[config.mk]
export PLATFORM = sky130hd
export DESIGN_NAME = razor_recovery_ctrl
export DESIGN_NICKNAME = d
export VERILOG_FILES = /design/src/rtl/razor_recovery_ctrl.sv
export SDC_FILE = /design/constraint.sdc
export NUM_CORES = 1
export LEC_CHECK = 0
export CORE_ASPECT_RATIO = 0.75
export CORE_MARGIN = 3
export CORE_UTILIZATION = 45
export CTS_CLUSTER_DIAMETER = 40
export DETAILED_ROUTE_END_ITERATION = 12
export PLACE_DENSITY = 0.7
export RECOVER_POWER = 25
export SYNTH_ARGS = -nofsm -noshare
export SYNTH_HDL_FRONTEND = slang
export SYNTH_SLANG_ARGS = --single-unit
[constraint.sdc]
create_clock -name clk -period 7.1 [get_ports clk]
set_clock_uncertainty 0.2 [all_clocks]
set_input_delay 1.775 -clock clk [delete_from_list [all_inputs] [get_ports clk]]
set_output_delay 1.775 -clock clk [all_outputs]
set_load 0.02 [all_outputs]
[src/rtl/razor_recovery_ctrl.sv]
// razor_recovery_ctrl: collects shadow-latch timing-error flags, runs a
// stall -> flush -> replay recovery for each error event, counts error cycles
// and steps a DVFS margin level once per observation window.
// Interface note: all inputs are sampled on posedge clk. All control outputs
// come straight from flops. There is no handshake; every error flag is
// treated as a level-sampled event once per cycle.
module razor_recovery_ctrl #(
    parameter int N_DET         = 8,
    parameter int REPLAY_CYCLES = 2,
    parameter int WINDOW        = 256,
    parameter int THRESH        = 4,
    parameter int LVL_W         = 3,
    parameter int LVL_RESET     = 3,
    localparam int SRC_W        = (N_DET > 1) ? $clog2(N_DET) : 1
) (
    input  logic             clk,
    input  logic             reset,
    input  logic             enable_i,
    input  logic [N_DET-1:0] error_i,
    output logic             stall_o,
    output logic             flush_o,
    output logic             replay_o,
    output logic             busy_o,
    output logic [SRC_W-1:0] err_src_o,
    output logic [15:0]      err_count_o,
    output logic [LVL_W-1:0] dvfs_level_o,
    output logic             level_change_o,
    output logic [1:0]       dbg_state_o
);

    localparam int RC_W  = (REPLAY_CYCLES > 1) ? $clog2(REPLAY_CYCLES) : 1;
    localparam int WIN_W = $clog2(WINDOW);
    localparam int WE_W  = $clog2(THRESH + 1);
    localparam logic [LVL_W-1:0] LVL_MAX = {LVL_W{1'b1}};

    typedef enum logic [1:0] {IDLE = 2'd0, FLUSH = 2'd1, REPLAY = 2'd2} state_t;

    state_t           state_q, state_d;
    logic [RC_W-1:0]  rcnt_q, rcnt_d;
    logic             pend_q, pend_d;
    logic [SRC_W-1:0] psrc_q, psrc_d;
    logic [SRC_W-1:0] src_q, src_d;
    logic [15:0]      cnt_q, cnt_d;
    logic [WIN_W-1:0] win_q, win_d;
    logic [WE_W-1:0]  werr_q, werr_d, werr_sum;
    logic [LVL_W-1:0] lvl_q, lvl_d;
    logic             chg_q, chg_d;
    logic             stall_q, flush_q, replay_q;
    logic [SRC_W-1:0] src_now;
    logic             err_evt;

    // Lowest-index set error bit; descending overwrite leaves the lowest.
    always_comb begin
        src_now = '0;
        for (int i = N_DET - 1; i >= 0; i--) begin
            if (error_i[i]) src_now = SRC_W'(i);
        end
    end

    assign err_evt = (|error_i) & enable_i;

    // Recovery FSM next state: one pending slot captures the first error seen
    // while a recovery is in flight, including one in the final replay cycle.
    always_comb begin
        state_d = state_q;
        rcnt_d  = rcnt_q;
        pend_d  = pend_q;
        psrc_d  = psrc_q;
        src_d   = src_q;
        case (state_q)
            IDLE: begin
                if (err_evt) begin
                    state_d = FLUSH;
                    src_d   = src_now;
                end
            end
            FLUSH: begin
                state_d = REPLAY;
                rcnt_d  = '0;
                if (err_evt && !pend_q) begin
                    pend_d = 1'b1;
                    psrc_d = src_now;
                end
            end
            REPLAY: begin
                if (err_evt && !pend_q) begin
                    pend_d = 1'b1;
                    psrc_d = src_now;
                end
                if (rcnt_q == RC_W'(REPLAY_CYCLES - 1)) begin
                    if (pend_q || err_evt) begin
                        state_d = FLUSH;
                        pend_d  = 1'b0;
                        src_d   = pend_q ? psrc_q : src_now;
                    end else begin
                        state_d = IDLE;
                    end
                end else begin
                    rcnt_d = rcnt_q + 1'b1;
                end
            end
            default: state_d = IDLE;
        endcase
    end

    // Error counter and window-based level adaptation.
    always_comb begin
        cnt_d    = cnt_q;
        win_d    = win_q;
        werr_d   = werr_q;
        lvl_d    = lvl_q;
        chg_d    = 1'b0;
        werr_sum = werr_q;
        if (err_evt && cnt_q != 16'hFFFF) cnt_d = cnt_q + 16'd1;
        if (enable_i) begin
            if (err_evt && werr_q < WE_W'(THRESH)) werr_sum = werr_q + 1'b1;
            if (win_q == WIN_W'(WINDOW - 1)) begin
                win_d  = '0;
                werr_d = '0;
                if (werr_sum >= WE_W'(THRESH) && lvl_q != LVL_MAX) begin
                    lvl_d = lvl_q + 1'b1;
                    chg_d = 1'b1;
                end else if (werr_sum == '0 && lvl_q != '0) begin
                    lvl_d = lvl_q - 1'b1;
                    chg_d = 1'b1;
                end
            end else begin
                win_d  = win_q + 1'b1;
                werr_d = werr_sum;
            end
        end
    end

    // State and output registers; strobes are decoded from the next state so
    // they appear one cycle after the triggering error, glitch-free.
    always_ff @(posedge clk) begin
        if (!reset) begin
            state_q  <= IDLE;
            rcnt_q   <= '0;
            pend_q   <= 1'b0;
            psrc_q   <= '0;
            src_q    <= '0;
            cnt_q    <= '0;
            win_q    <= '0;
            werr_q   <= '0;
            lvl_q    <= LVL_W'(LVL_RESET);
            chg_q    <= 1'b0;
            stall_q  <= 1'b0;
            flush_q  <= 1'b0;
            replay_q <= 1'b0;
        end else begin
            state_q  <= state_d;
            rcnt_q   <= rcnt_d;
            pend_q   <= pend_d;
            psrc_q   <= psrc_d;
            src_q    <= src_d;
            cnt_q    <= cnt_d;
            win_q    <= win_d;
            werr_q   <= werr_d;
            lvl_q    <= lvl_d;
            chg_q    <= chg_d;
            stall_q  <= (state_d != IDLE);
            flush_q  <= (state_d == FLUSH);
            replay_q <= (state_d == REPLAY);
        end
    end

    assign stall_o        = stall_q;
    assign busy_o         = stall_q;
    assign flush_o        = flush_q;
    assign replay_o       = replay_q;
    assign err_src_o      = src_q;
    assign err_count_o    = cnt_q;
    assign dvfs_level_o   = lvl_q;
    assign level_change_o = chg_q;
    assign dbg_state_o    = state_q;

endmodule

==> impl_metrics.tcl <==
set metrics [dict create \
    drive_above_1_share_pct 7.57 \
    grt_pass1_wl_um 8190 \
    busiest_layer "met2" \
    synth_cells 266 \
    gr-usage-met2_pct 25.9 \
    power_density_mw_per_mm2 191 \
    synth_edf_count 0 \
    drt_pass1_iterations 4 \
    worstHoldStart "psrc_q[0]" \
    htree_levels 2 \
    path_class "primary input to flop" \
    post_cts_buffers 0 \
    dominantRegCellSynth "dfxtp_1" \
    maxSlewViolCount 0 \
    min_period_ns 4.13 \
    synth_cell_types 58 \
    drc 0 \
    ff2ff_path_depth 9 \
    r2r_slack_ns 4.69 \
    relSlewSlack_pct 60.9 \
    rr_endpoint "dvfs_level_o[2]" \
    critical_path.startpoint "enable_i" \
    fin_nets 321 \
    ctsResizeCount 0 \
    syn_to_final_growth_pct 23.5 \
    ys_seq_area_share_pct 38.9 \
    cp_max_fo 11 \
    numCtsBuffers 5 \
    start_util_pct 48.7 \
    core_area_mm2 0.00465 \
    synth.most_common_cell "dfxtp_1" \
    max_freq_ghz 0.242 \
    clk_pin_slew_ns 0.09 \
    cts.path.max_buffers 2 \
    globalplace.congestion 0.776 \
    crit_required_ns 7.08 \
    async_flop_share_pct 0 \
    dieHeight_um 67.5 \
    syn_area_mm2 0.00227 \
    synthTopCellsByArea "dfxtp_1 39%, nor2_1 4.6%, nand2_1 4.1%" \
    drt_iter0_drc 94 \
    postCtsHoldBufs 0 \
    tightest_slew_ns 0.584 \
    die_w_um 87.9 \
    antenna_found_initial 0 \
    power_leakage_nw 1.06 \
    grt_pass1_vias 1808 \
    end_kind "flop" \
    grt-ovfl-total 0 \
    multi_input_area_mm2 0.00129 \
    hpwl_um 3520 \
    gr-usage-met3_pct 4.63 \
    via_count 2007 \
    track_usage_pct 17.4 \
    ys_ff_latch 44 \
    n_fill_cell 418 \
    fin_area_mm2 0.00280 \
    grt_use_met1_pct 24.7 \
    hold_viol_final 0 \
    ir_worst_vdd_mv 0.0851 \
    portBuffers 39 \
    synth_common_cells "44 x dfxtp_1, 28 x nor2_1, 25 x nand2_1" \
    status "finished clean" \
    finalSetupViolations 0 \
    fp.dieArea_mm2 0.00593 \
    r2r-start "werr_q[0]" \
    rsz0062_at_grt "no" \
    avgViaCountPerCell 5.56 \
    post_drt_wl_per_cell_um 13.4 \
    yosysTopAreaCell "dfxtp_1" \
    placed_area_mm2 0.00268 \
    critPathLaunchType "primary input" \
    clk-insertion-delay-late_ns 0.30 \
    grt_max_degree 20 \
    num_io_pins 40 \
    ys_warn_count 0 \
    tns_ns 0 \
    wirelength_um 4850 \
    rows 21 \
    drv_cap 0 \
    finalCritPeriodShare_pct 58.2 \
    critPathArrivalTime_ns 4.11 \
    root_buffer "clkbuf_8" \
    regArea_um2 881 \
    hold_path_depth 2 \
    hold_end "psrc_q[0]" \
    synth_fp_nets 284 \
    antenna_left 0 \
    yosysTopAreaCellShare_pct 38.9 \
    hold_path_class "flop to flop" \
    postSynthAreaPerCell_um2 8.52 \
    n_antenna_cell 0 \
    cts.sinks 44 \
    cts_tree "done" \
]
[sequential cells by signal, indices dropped and copies added (netlist names)]
name	count
busy_o	1
dbg_state_o	2
dvfs_level_o	3
err_count_o	16
err_src_o	3
flush_o	1
level_change_o	1
pend_q	1
psrc_q	3
rcnt_q	1
replay_o	1
werr_q	3
win_q	8
[layer usage]
layer / routed length (um) / vias up
li1: - / 1036
met1: 2570 / 920
met2: 1960 / 44
met3: 260 / 7
met4: 53 / 0
met5: 0 / -
[worst max-delay path, stage by stage]
cell and delay (ns):
dlygate4sd3_1 0.76, nand2_1 0.11, a21oi_2 0.16, or2_2 0.14
nand2_1 0.06, fa_1 0.41, or3b_2 0.48, o22ai_1 0.13
a211oi_1 0.09
[placed cells by master, fill, tap and decap left out, types with 7 or more instances in the layout]
master | synthesis | final
a21oi_1 | 18 | 18
nor2_1 | 28 | 28
clkdlybuf4s50_1 | 0 | 22
nand3_1 | 9 | 9
nand4_1 | 7 | 7
dlygate4sd3_1 | 0 | 17
o21ai_0 | 11 | 11
inv_1 | 11 | 11
dfxtp_1 | 44 | 44
nor3_1 | 11 | 11
nand2_1 | 25 | 25
[logic make-up after synthesis]
group / Yosys count / synth area share [%]
AND/OR/NAND/NOR: 119 / 28.2
AO/OA/AOI/OAI: 59 / 17.7
flip-flops: 44 / 38.9
buffers and inverters: 21 / 4.09
XOR/XNOR: 9 / 3.48
multiplexers: 7 / 3.53
adder cells (fa/ha/maj): 7 / 4.20
[how the worst max path moves through the flow]
stage | to | cells after the start
after floorplan | dvfs_level_o[2] | 9
after global placement | dvfs_level_o[2] | 9
after detailed placement | dvfs_level_o[2] | 9
after CTS | dvfs_level_o[2] | 9
after global routing | err_count_o[14] | 5
final | dvfs_level_o[2] | 9
[through the flow]
| step | utilization [%] | setup slack [ns] | instances | hold slack [ns] | power, mW |
|---|---|---|---|---|---|
| final | 60.2 | 2.97 | 361 | 0.260 | 0.536 |
| after global routing | 60.2 | 2.81 | 361 | 0.290 | 0.560 |
| after CTS | 60.2 | 3.05 | 361 | 0.263 | 0.543 |
| after detailed placement | 57.7 | 2.72 | 353 | 0.251 | 0.344 |
| after global placement | 57.7 | 2.79 | 353 | 0.241 | 0.343 |
| after floorplan | - | 3.42 | 266 | 0.232 | 0.315 |
[power by group]
group,leakage [nW],internal (mW),total [mW],switching [mW]
combinational,0.649,0.0328,0.0733,0.0405
sequential,0.357,0.256,0.263,0.00728
clock,0.0548,0.106,0.199,0.0931
[layout make-up]
type	count	area share (%)
flip-flops and latches	44	31.5
clock buffers	5	2.46
multi-input cells	201	46.2
repair buffers	40	14.2
well taps	57	2.55
clock inverters	3	1.65
inverters	11	1.48
No activity file was read; power rests on OpenSTA's default activity.
